===== config.mk =====
export PLATFORM = sky130hd
export DESIGN_NAME = keypad_scanner
export DESIGN_NICKNAME = d
export VERILOG_FILES = /design/src/rtl/calc_pkg.sv /design/src/rtl/keypad_scanner.sv
export SDC_FILE = /design/constraint.sdc
export NUM_CORES = 1
export LEC_CHECK = 0
export ABC_AREA = 1
export CORE_ASPECT_RATIO = 2
export CORE_MARGIN = 1
export CORE_UTILIZATION = 50
export CTS_BUF_LIST = sky130_fd_sc_hd__clkbuf_2 sky130_fd_sc_hd__clkbuf_4 sky130_fd_sc_hd__clkbuf_8
export CTS_CLUSTER_DIAMETER = 120
export DETAILED_ROUTE_END_ITERATION = 10
export PLACE_DENSITY = 0.7
export SLEW_MARGIN = 0
export SYNTH_ARGS = -nofsm -noshare
export SYNTH_HDL_FRONTEND = slang
export SYNTH_SLANG_ARGS = --single-unit
export TNS_END_PERCENT = 30

===== constraint.sdc =====
create_clock -name clk_i -period 3.3 [get_ports clk_i]
set_input_delay 0.66 -clock clk_i [delete_from_list [all_inputs] [get_ports clk_i]]
set_output_delay 0.66 -clock clk_i [all_outputs]
set_load 0.01 [all_outputs]

===== src/rtl/calc_pkg.sv =====
`default_nettype none
// ============================================================================
//  Package    : calc_pkg
//  Description: Shared types for the calculator datapath. active_button_t
//               is the key code passed from the keypad scanner to the
//               controller.
//  Revision   : 1.0 - initial release
// ============================================================================
package calc_pkg;

    typedef enum logic [4:0] {
        B_NONE,
        B_ON,
        B_NUM_0,
        B_NUM_1,
        B_NUM_2,
        B_NUM_3,
        B_NUM_4,
        B_NUM_5,
        B_NUM_6,
        B_NUM_7,
        B_NUM_8,
        B_NUM_9,
        B_DOT,
        B_EQ,
        B_OP_ADD,
        B_OP_SUB,
        B_OP_MUL,
        B_OP_DIV
    } active_button_t;

endpackage
`default_nettype wire


===== src/rtl/keypad_scanner.sv =====
`default_nettype none
// ============================================================================
//  Module     : keypad_scanner
//  Description: Scans a 4x5 key matrix one column at a time, synchronizes
//               and debounces the row returns, and emits one key code with
//               a single-cycle new_input_o pulse per accepted press.
//  Revision   : 1.0 - initial release
//
//  Parameters
//    ScanDwell       clock cycles each column is driven (>= 4)
//    DebounceCycles  stable cycles needed to accept a press/release (>= 2)
//
//  Ports
//    clk_i            in   1   system clock
//    rst_ni           in   1   asynchronous reset, active-low
//    row_i            in   4   row returns, pulled up, low = key closed
//    col_o            out  5   column drives, active-low, one-cold
//    active_button_o  out  5   code of the last accepted key (held)
//    new_input_o      out  1   one-cycle pulse, code valid in same cycle
// ============================================================================
module keypad_scanner
    import calc_pkg::*;
#(
    parameter int ScanDwell      = 1000,
    parameter int DebounceCycles = 16
) (
    input  logic           clk_i,
    input  logic           rst_ni,
    input  logic [3:0]     row_i,
    output logic [4:0]     col_o,
    output active_button_t active_button_o,
    output logic           new_input_o
);

    localparam int NumRows = 4;
    localparam int NumCols = 5;
    localparam int DwellW  = $clog2(ScanDwell);
    localparam int DbW     = $clog2(DebounceCycles + 1);

    localparam logic [DwellW-1:0] DwellLast = DwellW'(ScanDwell - 1);
    localparam logic [DbW-1:0]    DbLast    = DbW'(DebounceCycles - 1);
    localparam logic [DbW-1:0]    DbFull    = DbW'(DebounceCycles);
    localparam logic [2:0]        ColLast   = 3'(NumCols - 1);

    typedef enum logic [1:0] {
        S_SCAN       = 2'd0,
        S_PRESS_DB   = 2'd1,
        S_HELD       = 2'd2,
        S_RELEASE_DB = 2'd3
    } state_t;

    state_t              state_q;
    logic [NumRows-1:0]  row_meta_q;
    logic [NumRows-1:0]  row_s_q;
    logic [2:0]          col_idx_q;
    logic [1:0]          row_idx_q;
    logic [DwellW-1:0]   dwell_q;
    logic [DbW-1:0]      db_q;
    logic [NumCols-1:0]  col_q;
    active_button_t      active_button_q;
    logic                new_input_q;

    logic                one_low_d;
    logic [1:0]          hit_row_d;
    logic [1:0]          lk_row_d;
    logic [5:0]          lookup_d;
    logic [2:0]          col_next_d;
    logic                row_match_d;
    logic                row_high_d;

    // Returns {valid, code} for matrix position (r, c).
    function automatic logic [5:0] key_lookup(input logic [1:0] r, input logic [2:0] c);
        logic [5:0] res;
        res = {1'b0, B_NONE};
        case ({r, c})
            5'b00_000: res = {1'b1, B_ON};
            5'b00_001: res = {1'b1, B_NUM_7};
            5'b00_010: res = {1'b1, B_NUM_8};
            5'b00_011: res = {1'b1, B_NUM_9};
            5'b00_100: res = {1'b1, B_OP_DIV};
            5'b01_001: res = {1'b1, B_NUM_4};
            5'b01_010: res = {1'b1, B_NUM_5};
            5'b01_011: res = {1'b1, B_NUM_6};
            5'b01_100: res = {1'b1, B_OP_MUL};
            5'b10_001: res = {1'b1, B_NUM_1};
            5'b10_010: res = {1'b1, B_NUM_2};
            5'b10_011: res = {1'b1, B_NUM_3};
            5'b10_100: res = {1'b1, B_OP_SUB};
            5'b11_001: res = {1'b1, B_NUM_0};
            5'b11_010: res = {1'b1, B_DOT};
            5'b11_011: res = {1'b1, B_EQ};
            5'b11_100: res = {1'b1, B_OP_ADD};
            default:   res = {1'b0, B_NONE};
        endcase
        return res;
    endfunction

    // Exactly one row low; more than one low is treated as ghosting.
    always_comb begin
        one_low_d = 1'b0;
        hit_row_d = 2'd0;
        case (row_s_q)
            4'b1110: begin one_low_d = 1'b1; hit_row_d = 2'd0; end
            4'b1101: begin one_low_d = 1'b1; hit_row_d = 2'd1; end
            4'b1011: begin one_low_d = 1'b1; hit_row_d = 2'd2; end
            4'b0111: begin one_low_d = 1'b1; hit_row_d = 2'd3; end
            default: begin one_low_d = 1'b0; hit_row_d = 2'd0; end
        endcase
    end

    // While scanning, look up the candidate row; afterwards the latched one.
    always_comb begin
        lk_row_d    = (state_q == S_SCAN) ? hit_row_d : row_idx_q;
        lookup_d    = key_lookup(lk_row_d, col_idx_q);
        col_next_d  = (col_idx_q == ColLast) ? 3'd0 : col_idx_q + 3'd1;
        row_match_d = (row_s_q == ~(4'b0001 << row_idx_q));
        row_high_d  = row_s_q[row_idx_q];
    end

    always_ff @(posedge clk_i or negedge rst_ni) begin
        if (!rst_ni) begin
            state_q         <= S_SCAN;
            row_meta_q      <= 4'b1111;
            row_s_q         <= 4'b1111;
            col_idx_q       <= 3'd0;
            row_idx_q       <= 2'd0;
            dwell_q         <= '0;
            db_q            <= '0;
            col_q           <= 5'b11110;
            active_button_q <= B_ON;
            new_input_q     <= 1'b0;
        end else begin
            row_meta_q  <= row_i;
            row_s_q     <= row_meta_q;
            // Column drive lags col_idx_q by one cycle.
            col_q       <= ~(5'b00001 << col_idx_q);
            new_input_q <= 1'b0;

            case (state_q)
                S_SCAN: begin
                    if (dwell_q == DwellLast) begin
                        if (one_low_d && lookup_d[5]) begin
                            row_idx_q <= hit_row_d;
                            db_q      <= DbW'(1);
                            dwell_q   <= '0;
                            state_q   <= S_PRESS_DB;
                        end else begin
                            col_idx_q <= col_next_d;
                            dwell_q   <= '0;
                        end
                    end else begin
                        dwell_q <= dwell_q + DwellW'(1);
                    end
                end

                S_PRESS_DB: begin
                    if (row_match_d) begin
                        if (db_q == DbLast) begin
                            db_q            <= DbFull;
                            active_button_q <= active_button_t'(lookup_d[4:0]);
                            new_input_q     <= 1'b1;
                            state_q         <= S_HELD;
                        end else if (db_q != DbFull) begin
                            db_q <= db_q + DbW'(1);
                        end
                    end else begin
                        col_idx_q <= col_next_d;
                        dwell_q   <= '0;
                        db_q      <= '0;
                        state_q   <= S_SCAN;
                    end
                end

                S_HELD: begin
                    // Other rows are deliberately ignored here.
                    if (row_high_d) begin
                        db_q    <= DbW'(1);
                        state_q <= S_RELEASE_DB;
                    end
                end

                S_RELEASE_DB: begin
                    if (row_high_d) begin
                        if (db_q == DbLast) begin
                            col_idx_q <= col_next_d;
                            dwell_q   <= '0;
                            db_q      <= '0;
                            state_q   <= S_SCAN;
                        end else if (db_q != DbFull) begin
                            db_q <= db_q + DbW'(1);
                        end
                    end else begin
                        state_q <= S_HELD;
                    end
                end

                default: state_q <= S_SCAN;
            endcase
        end
    end

    assign col_o           = col_q;
    assign active_button_o = active_button_q;
    assign new_input_o     = new_input_q;

endmodule
`default_nettype wire


==> impl_metrics.env <==
export IMPL_fin_nets=334
export IMPL_grt_util_met2_pct=41.64
export IMPL_die_h_um=98.90
export IMPL_criticalPathCategory="reg -> out"
export IMPL_drc=0
export IMPL_grt_pass1_vias=1955
export IMPL_grt_busiest_layer="met2"
export IMPL_htreeDepth=2
export IMPL_fin_setup_tns_ns=0
export IMPL_p_sw_mw=0.2086
export IMPL_hold_violations=0
export IMPL_whs_ns=0.3581
export IMPL_slowest_stage="dfstp_2"
export IMPL_syn_to_final_growth_pct=13.75
export IMPL_detail_route_wl_per_cell_um=13.44
export IMPL_numCtsBuffers=5
export IMPL_rsz0062_at_grt="no"
export IMPL_grt_pass1_wl_um=8576
export IMPL_wl_um=5014
export IMPL_fmax_ghz=0.4942
export IMPL_fillers=405
export IMPL_synth_avg_cell_area_um2=7.903
export IMPL_end_kind="output pin"
export IMPL_report_final_slew_viol_count=0
export IMPL_crit_fanout=2
export IMPL_die_w_um=50.45
export IMPL_pwr_share_clk_pct=43.3
export IMPL_finalSetupViolCount=0
export IMPL_multi_input_area_um2=1125
export IMPL_synth_edf_count=0
export IMPL_yosys_top_cells_area="dfrtp_1 (30%), dfstp_2 (15%), nand2_1 (13%), inv_1 (5.8%), ha_1 (5.3%)"
export IMPL_power_frac_seq_pct=52.7
export IMPL_hp_class="reg -> reg"
export IMPL_pin_count=17
export IMPL_cts_setup_buffers=0
export IMPL_cts_repair_resized=0
export IMPL_crit_arrival_ns=1.36
export IMPL_cts_sinks=41
export IMPL_tightest_slew_ns=0.8807
export IMPL_synth_ff_type="dfrtp_1"
export IMPL_antenna_found_initial=0
export IMPL_synthCells=297
export IMPL_hold_buffers=0
export IMPL_antenna_left=0
export IMPL_ys_ff_latch=41
export IMPL_p_sw_share_pct=21.33
export IMPL_p_int_mw=0.7696
export IMPL_synth_area_leader_cell="dfrtp_1"
export IMPL_vias=1972
export IMPL_drt_initial_drc_count=42
export IMPL_slew_headroom_pct=41.29
export IMPL_regArea_um2=1042
export IMPL_fp_dieArea_um2=4989
export IMPL_ys_seq_area_share_pct=44.40
export IMPL_vias_per_cell=5.287
export IMPL_fin_skew_ns=0.001899
export IMPL_cp_buffers_inverters=1
export IMPL_grt_max_degree=42
export IMPL_cp_top_family="flip-flops"
export IMPL_fp_coreArea_um2=4424
export IMPL_diodes=0
export IMPL_clkTransAtPathRegs_ns=0.08
export IMPL_hpwl_um=3867
export IMPL_powerDensity_nw_per_um2=366.4
export IMPL_yosysWarningCount=0
export IMPL_gp_congestion=0.9006
export IMPL_combPwrFrac_pct=4.0
export IMPL_gr_total_overflow=0
export IMPL_clkLatencyLatePin_ns=0.29
export IMPL_path_cells="clkdlybuf4s50_1"
export IMPL_worstPathRequired_ns=2.64
export IMPL_io_buffers=16
export IMPL_grtUsageMet3_pct=2.778
export IMPL_min_path_cells=0
export IMPL_rows=34
export IMPL_synth_top_area_share_pct=29.85
export IMPL_yosysMostFrequentCell="nand2_1"
export IMPL_crit_path_max_incr_delay_ns=0.54
export IMPL_fin_crit_ns=2.024
export IMPL_netlist_cell_type_count=33
export IMPL_cts_tree="yes"
export IMPL_cp_start_kind="flop"
export IMPL_async_flop_share_pct=100.0
export IMPL_period_share_pct=61.32
export IMPL_ctsLongestPathBuffers=2
export IMPL_drive_gt1_share_pct=14.73
export IMPL_synth_fp_nets=313
export IMPL_track_usage_pct=22.82
export IMPL_outcome="completed"
export IMPL_cp_depth=1
export IMPL_drv_cap=0
export IMPL_start_util_pct=53.05
export IMPL_final_core_util_pct=60.35
export IMPL_power_leakage_nw=1.247
export IMPL_peakVddDrop_uv=375.0
export IMPL_synthTopCellsByCount="nand2_1 (83), inv_1 (36), nor2_1 (29), dfrtp_1 (28), a21oi_1 (18)"
export IMPL_met1_usage_pct=23.99
export IMPL_clockRootBuffer="clkbuf_8"
export IMPL_synth_area_um2=2347
export IMPL_first_pass_iters=4
export IMPL_r2r_cells=11
[state kept, by name, indices dropped and copies added, names as in the netlist]
| signal | count |
|---|---|
| dwell_q | 10 |
| active_button_o | 5 |
| col_o | 5 |
| db_q | 5 |
| row_meta_q | 4 |
| row_s_q | 4 |
| col_idx_q | 3 |
| row_idx_q | 2 |
| state_q | 2 |
| new_input_o | 1 |
[per-layer routing]
metal  up-vias  routed length, um
met2        29               2762
li1       1001                  -
met5         -                  0
met4         0                195
met3        18                104
met1       924               1951
[cells by family (layout without fill, tap and decap cells)]
family,count (synthesis),in the layout,synth area share [%]
AOI/OAI and AO/OA,40,40,9.968
adders and majority gates,10,10,5.330
DFF,41,41,44.40
and+or+nand+nor,161,161,32.25
xor gates and xnor gates,1,1,0.3732
buffers and inverters,44,66,7.675
[power by group through the flow]
stage          Sequential [mW]  Clock (mW)  Combinational (mW)
2_1_floorplan            0.524           0              0.0204
4_1_cts                  0.516       0.431              0.0403
6_report                 0.516       0.423              0.0393
3_5_place_dp             0.525           0              0.0402
3_3_place_gp             0.525           0              0.0390
5_1_grt                  0.517       0.454              0.0454
[stage by stage]
step	std cells	instance area, um2	power [mW]	worst slack (ns)
after floorplan	297	2347	0.5445	1.617
after global placement	365	2550	0.5641	1.322
after detailed placement	365	2550	0.5655	1.331
after CTS	373	2670	0.9870	1.266
after global routing	373	2670	1.016	1.138
final	373	2670	0.9782	1.276
[placed cells by master (no fill, tap or decap), drive strengths merged]
cell type       n
nand2          90
inv            41
nor2           32
dfrtp          28
nand3          21
a21oi          20
clkdlybuf4s50  15
dfstp          13
o21ai          12
nand4          11
ha             10
clkbuf          6
nor3            5
o31ai           3
o211ai          3
clkinv          1
xor2            1
or2             1
a2bb2oi         1
nor4            1
a22oi           1
bufinv          1
clkinvlp        1
buf             1
[final timing paths]
check                      slack [ns]          startpoint                  to
max in group asynchronous        2.26              rst_ni             db_q[4]
max reg2reg                      1.31             db_q[1]        col_idx_q[2]
min                              0.36       row_meta_q[1]          row_s_q[1]
max                              1.28  active_button_o[0]  active_button_o[0]
min reg2reg                      0.36       row_meta_q[1]          row_s_q[1]
min in group asynchronous        0.49              rst_ni        row_idx_q[0]
[cell type report]
class	instances	share of cell area, %
clock buffers	6	3.093
clock inverters	2	1.406
inverters	42	5.998
multi-input cells	212	42.13
flip-flops and latches	41	39.03
well taps	54	2.530
repair buffers	16	5.811
Power figures use the tool's default switching activity.
